**src/rtl/instr_encoder.sv**
```systemverilog
// Encodes MIPS instruction fields into 32-bit words and writes them sequentially
// into instruction memory. Illegal opcodes are counted and the first one is captured.
module instr_encoder #(
  parameter int ADDR_W = 8,
  parameter int DEPTH  = 256
) (
  input  logic              clk,
  input  logic              rst,
  input  logic              start,
  input  logic [ADDR_W-1:0] base_idx,
  input  logic              in_valid,
  output logic              in_ready,
  input  logic              in_last,
  input  logic [5:0]        op,
  input  logic [4:0]        rs,
  input  logic [4:0]        rt,
  input  logic [4:0]        rd,
  input  logic [4:0]        shamt,
  input  logic [5:0]        funct,
  input  logic [15:0]       imm,
  output logic              mem_we,
  output logic [ADDR_W+1:0] mem_addr,
  output logic [31:0]       mem_wdata,
  output logic              busy,
  output logic              done,
  output logic              full,
  output logic              err_flag,
  output logic [5:0]        err_op,
  output logic [ADDR_W:0]   word_count,
  output logic [7:0]        err_count
);

  localparam logic [ADDR_W-1:0] LAST_IDX = ADDR_W'(DEPTH - 1);

  typedef enum logic [1:0] {
    IDLE   = 2'd0,
    ACCEPT = 2'd1,
    WRITE  = 2'd2,
    FULL   = 2'd3
  } state_t;

  state_t            state;
  logic [ADDR_W-1:0] ptr;
  logic [ADDR_W-1:0] widx;
  logic              last_q;
  logic              legal;
  logic              at_end;
  logic [31:0]       enc;

  always_comb begin
    legal = 1'b0;
    case (op)
      6'b000000, 6'b100011, 6'b110001, 6'b101011, 6'b000100,
      6'b001000, 6'b001010, 6'b001100, 6'b001101: legal = 1'b1;
      default: legal = 1'b0;
    endcase
    enc = (op == 6'b000000) ? {op, rs, rt, rd, shamt, funct} : {op, rs, rt, imm};
  end

  // The word index being written is recovered from the registered byte address.
  assign widx     = mem_addr[ADDR_W+1:2];
  assign at_end   = (widx == LAST_IDX) || (widx == {ADDR_W{1'b1}});
  assign in_ready = (state == ACCEPT);
  assign busy     = (state == ACCEPT) || (state == WRITE);

  always_ff @(posedge clk or posedge rst) begin
    if (rst) begin
      state      <= IDLE;
      ptr        <= '0;
      last_q     <= 1'b0;
      mem_we     <= 1'b0;
      mem_addr   <= '0;
      mem_wdata  <= '0;
      done       <= 1'b0;
      full       <= 1'b0;
      err_flag   <= 1'b0;
      err_op     <= '0;
      word_count <= '0;
      err_count  <= '0;
    end else begin
      done <= 1'b0;
      case (state)
        IDLE, FULL: begin
          if (start) begin
            ptr        <= base_idx;
            last_q     <= 1'b0;
            word_count <= '0;
            err_count  <= '0;
            err_flag   <= 1'b0;
            err_op     <= '0;
            full       <= 1'b0;
            state      <= ACCEPT;
          end
        end
        ACCEPT: begin
          if (in_valid) begin
            if (legal) begin
              mem_we     <= 1'b1;
              mem_addr   <= {ptr, 2'b00};
              mem_wdata  <= enc;
              ptr        <= ptr + 1'b1;
              word_count <= word_count + 1'b1;
              last_q     <= in_last;
              state      <= WRITE;
            end else begin
              if (err_count != 8'hFF) err_count <= err_count + 1'b1;
              if (!err_flag) err_op <= op;
              err_flag <= 1'b1;
              if (in_last) begin
                done  <= 1'b1;
                state <= IDLE;
              end
            end
          end
        end
        WRITE: begin
          mem_we <= 1'b0;
          // A final instruction ends the session even when it also hits the end of memory.
          if (last_q) begin
            done  <= 1'b1;
            state <= IDLE;
          end else if (at_end) begin
            full  <= 1'b1;
            done  <= 1'b1;
            state <= FULL;
          end else begin
            state <= ACCEPT;
          end
        end
        default: state <= IDLE;
      endcase
    end
  end

endmodule

```
**config.mk**
```make
export PLATFORM = sky130hd
export DESIGN_NAME = instr_encoder
export DESIGN_NICKNAME = d
export VERILOG_FILES = /design/src/rtl/instr_encoder.sv
export SDC_FILE = /design/constraint.sdc
export NUM_CORES = 1
export LEC_CHECK = 0
export CAP_MARGIN = 20
export CORE_MARGIN = 3
export CORE_UTILIZATION = 45
export CTS_BUF_LIST = sky130_fd_sc_hd__clkbuf_4
export DETAILED_ROUTE_END_ITERATION = 10
export HOLD_SLACK_MARGIN = 0.06
export PLACE_DENSITY = 0.79
export SYNTH_ARGS = -nofsm -noshare
export SYNTH_HDL_FRONTEND = slang
export SYNTH_SLANG_ARGS = --single-unit
```
**constraint.sdc**
```tcl
create_clock -name clk -period 6.4 [get_ports clk]
set_input_delay 1.92 -clock clk [delete_from_list [all_inputs] [get_ports clk]]
set_output_delay 1.92 -clock clk [all_outputs]
set_load 0.1 [all_outputs]
```
## Word level (Yosys, flattened, before mapping)

Cells that the tools add are included.

- $add $sub $neg: 3
- Mux-type cells: 46
- Equality and inequality tests: 22
- Reductions and logical operators: 16

Operators by type and width:

| cell | number |
|---|---|
| $mux W8 | 7 |
| $pmux W8 S2 | 2 |
| $mux W9 | 3 |
| $eq A6 B4 Y1 const B | 4 |
| $mux W6 | 4 |
| $eq A6 B6 Y1 const B | 3 |
| $pmux W9 S2 | 1 |
| $add A8 B1 Y8 const B | 2 |
| $mux W16 | 1 |
| $mux W1 | 15 |
| $mux W2 | 6 |
| $ne A2 B2 Y1 const B | 6 |
| $pmux W6 S2 | 1 |
| $reduce_and A4 Y1 | 3 |
| $pmux W1 S2 | 5 |
| $reduce_and A5 Y1 | 2 |
| $add A9 B1 Y9 const B | 1 |
| $reduce_and A3 Y1 | 3 |
| $reduce_or A9 Y1 | 1 |
| $eq A8 B8 Y1 const B | 1 |
| $ne A8 B8 Y1 const B | 1 |
| $eq A6 B3 Y1 const B | 1 |
| $logic_not A6 Y1 | 1 |
| $pmux W2 S3 | 1 |
| 8 further kinds | 12 |

- Input port bits: 61
- Word-level logic and storage cells: 99
- Bits in registers: 78

## Depth between registers and ports, before layout

- Depth after elaboration: 6
- Mapped depth: 10

## Worst setup path before layout

Ideal clock, no wire load.

- Path kind: input to register
- Start point: input op[0]
- End point: register mem_wdata[20]
- Path buffers: 2
- Stages on the path: 6
- Path slack: 2.714 ns
- Library setup time: 0.125 ns
- Data arrival time: 3.560 ns
- Path through: buf_6 > or4_4 > a31o_2 > a21oi_2 > buf_2 > mux2_2

- Longest elaborated chain between the ends: 4

Ends and longest elaborated chain:

| item | RTL line | source |
|---|---|---|
| from (decl) | 14 | `input logic [5:0] op,` |
| $eq A6 B6 Y1, or another cell as far along | 52 | `case (op)` |
| $reduce_or A9 Y1 (*) | 52 |  |
| $mux W1 (*) | 52 |  |
| $reduce_and A3 Y1 (no source line) (*) | n/a |  |
| to (signal assigned) | 100 | `mem_wdata <= enc;` |
| to (decl) | 23 | `output logic [31:0] mem_wdata,` |

Mark *: on every way between the ends. The rest lies on a longest branch, timed or not.
A chain may end at the register's enable or synchronous reset.

## Worst setup path in the final report

- Start point: register state[1]
- End point: output in_ready

- Longest elaborated chain between the ends: 1

Ends and longest elaborated chain:

| item | RTL line | source |
|---|---|---|
| from (decl) | 42 | `state_t state;` |
| from (signal assigned) | 68 | `state <= IDLE;` |
| from (signal assigned) | 92 | `state <= ACCEPT;` |
| from (signal assigned) | 104 | `state <= WRITE;` |
| $eq A2 B1 Y1 | 63 | `assign in_ready = (state == ACCEPT);` |
| to (decl) | 12 | `output logic in_ready,` |

No other way between the ends.

==> flow_summary_export.csv <==
group,metric,value,unit
outcome,status,"finished clean",
cts,cts_tree,"yes",
synth,async_flop_share,100,%
route,firstDrtPassIters,4,
sta,maxSlewViolCount,0,
global_routing,grt_util_all_layers,21.2,%
final_layout,drive_above_1_share,10.9,%
sta,hold_viol,0,
synth,synth_edf_count,0,
critical_path,worstSetupPathType,"reg -> out",
synth,synth_top_area_share,49.4,%
route,wl_met1,4.35,mm
critical_path,crit_end,"in_ready",
synth,yosys.area.top_type,"dfrtp_1",
critical_path,r2r_end,"ptr[6]",
placed_design,place.detailed.hpwl,7.76,mm
placed_design,port-buffer-count,129,
sta,fin_hold_ws,0.515,ns
route,vias,3482,
critical_path,crit_arrival,2.66,ns
cts,path_clk_slew,0.13,ns
critical_path,worst_ep_required_time,4.48,ns
route,dr_wl_met2,5.34,mm
global_routing,gr-total-overflow,0,
sta,worstMarginPinSlew,1.00,ns
cts,cts_num_sinks,78,
synth,synthFlopType,"dfrtp_1",
route,wire_per_inst,17.0,um
sta,rsz0062_at_grt,"no",
global_routing,grt_first_pass_wirelength,16.9,mm
route,highest_layer,"met4",
route,first_iter_violations,258,
sta,setup_viol,0,
critical_path,worstSetupStartpoint,"state[1]",
synth,ys_top_cells_by_count,"78 x dfrtp_1, 37 x nand2_1, 35 x nor2_1",
cts,cts.htree.levels,3,
critical_path,critPathCaptureType,"primary output",
synth,avgSynthCellArea,10.3,um2
synth,synth.area.top_cells,"dfrtp_1 49%, mux2_2 6.8%, mux2i_1 6.6%",
global_routing,grt_pass1_vias,3381,
route,post_drt_via_cell_ratio,5.63,
global_routing,grt_max_degree,46,
synth,netlist_area,0.00395,mm2
sta,final.period_utilization,71.6,%
route,drc,0,
synth,yosysMostFrequentCell,"dfrtp_1",
sta,fin_skew,0.0168,ns
route,wirelength,10.5,mm
die,dieHeight,99.7,um
final_layout,final_nets,573,
cts,numCtsBuffers,9,
critical_path,cp-start-kind,"register",
synth,ys_types,54,
route,wl_met3,544,um
die,initial_core_util,47.1,%
critical_path,r2r_start,"state[1]",
critical_path,r2r_cells,9,
die,dieArea,0.00993,mm2
critical_path,crit_path_max_fanout,44,
die,coreArea,0.00838,mm2
cts,root_buffer,"clkbuf_4",
synth,yosys_warnings,0,
cts,insertion_delay,0.41,ns
sta,slew_headroom,32.8,%
cts,cts_buffer_depth,2,
synth,ys_ff_latch,78,
flow_run,cap_violations,0,
placed_design,gp_congestion,0.824,
min_path,hold_path_class,"reg -> reg",
global_routing,antenna_found_initial,1,
cts,cts_resized,0,
final_layout,syn2layout_area_growth,37.7,%
synth,synthCells,384,
die,ios,132,
critical_path,ff2ff_setup_slack,3.32,ns
die,rows,33,
die,die_x,99.7,um
synth,synth-seq-area-share,49.4,%
sta,max_freq,218,MHz
sta,fin_crit,4.58,ns
route,drtAntennaViolNets,0,
sta,setup_tns,0,ns
cts,cts.repair_timing.setup_buffer_count,0,
cts,ctsHoldBuffers,0,
[cell usage in the layout, fill, tap and decap left out, types with 3 or more instances in the layout]
master,instances
a21oi_1,33
a31o_2,5
a31oi_1,3
a32o_1,3
a41oi_1,3
and2_1,3
and3_1,4
buf_4,4
clkbuf_4,10
clkdlybuf4s50_1,129
dfrtp_1,78
ha_1,5
inv_1,8
mux2_2,24
mux2i_1,26
nand2_1,37
nand3_1,14
nand4_1,10
nor2_1,35
nor4_1,3
o21ai_0,17
o22ai_1,5
or3_1,3
or4_1,5
[registers in the layout, indices dropped and copies added, names as in the netlist]
| name | flops |
|---|---|
| mem_wdata | 32 |
| word_count | 9 |
| err_count | 8 |
| mem_addr | 8 |
| ptr | 8 |
| err_op | 6 |
| state | 2 |
| done | 1 |
| err_flag | 1 |
| full | 1 |
| last_q | 1 |
| mem_we | 1 |
[metrics by stage]
stage | utilization [%] | cell area (um2) | setup WS (ns) | instances
finish | 64.9 | 5440 | 1.82 | 618
global route | 64.9 | 5440 | 1.68 | 618
CTS | 64.8 | 5430 | 1.80 | 617
detailed placement | 63.2 | 5300 | 1.57 | 601
global placement | 63.2 | 5300 | 1.66 | 601
floorplan | - | 3950 | 2.48 | 385
[critical path, cell delays in order (launching register included)]
cell	delay [ns]
dfrtp_1	0.41
inv_1	0.08
ha_1	0.14
buf_4	0.39
clkdlybuf4s50_1	1.22
[kinds of logic (layout without fill, tap and decap cells)]
group | count (synthesis) | after routing | share of synthesized area [%]
other cells | 1 | 3 | 0.0950
simple gates | 122 | 122 | 14.7
flops | 78 | 78 | 49.4
fa+ha+maj | 5 | 5 | 1.58
mux | 50 | 50 | 13.4
buf+inv | 33 | 160 | 3.96
compound gates | 95 | 95 | 16.8
[routing by layer]
metal  global-route usage (%)  vias to the layer above
met4                     9.66                        0
met1                     27.4                     1679
met2                     34.5                      118
li1                         -                     1660
met3                     3.72                       25
met5                        0                        -
[how the worst min path moves through the flow]
stage                     depth (start not counted)  slack (ns)            end     startpoint
after floorplan                                   1        0.48         ptr[7]         ptr[7]
after global routing                              1        0.54           full           full
final                                             1        0.51           full           full
after CTS                                         1        0.52           full           full
after global placement                            1        0.49  mem_wdata[19]  mem_wdata[19]
after detailed placement                          1        0.49           full           full
[layout make-up]
type | instances | area [um2]
diodes | 1 | 2.50
clock buffers | 10 | 75.1
clock inverters | 6 | 62.6
fillers | 699 | 2950
inverters | 11 | 41.3
multi-input cells | 274 | 1850
flip-flops and latches | 78 | 1950
well taps | 105 | 131
repair buffers | 133 | 1320
Power is left out: the tool's default activity adds up to more than one toggle a clock period on the data nets, which glitch-free logic cannot reach.
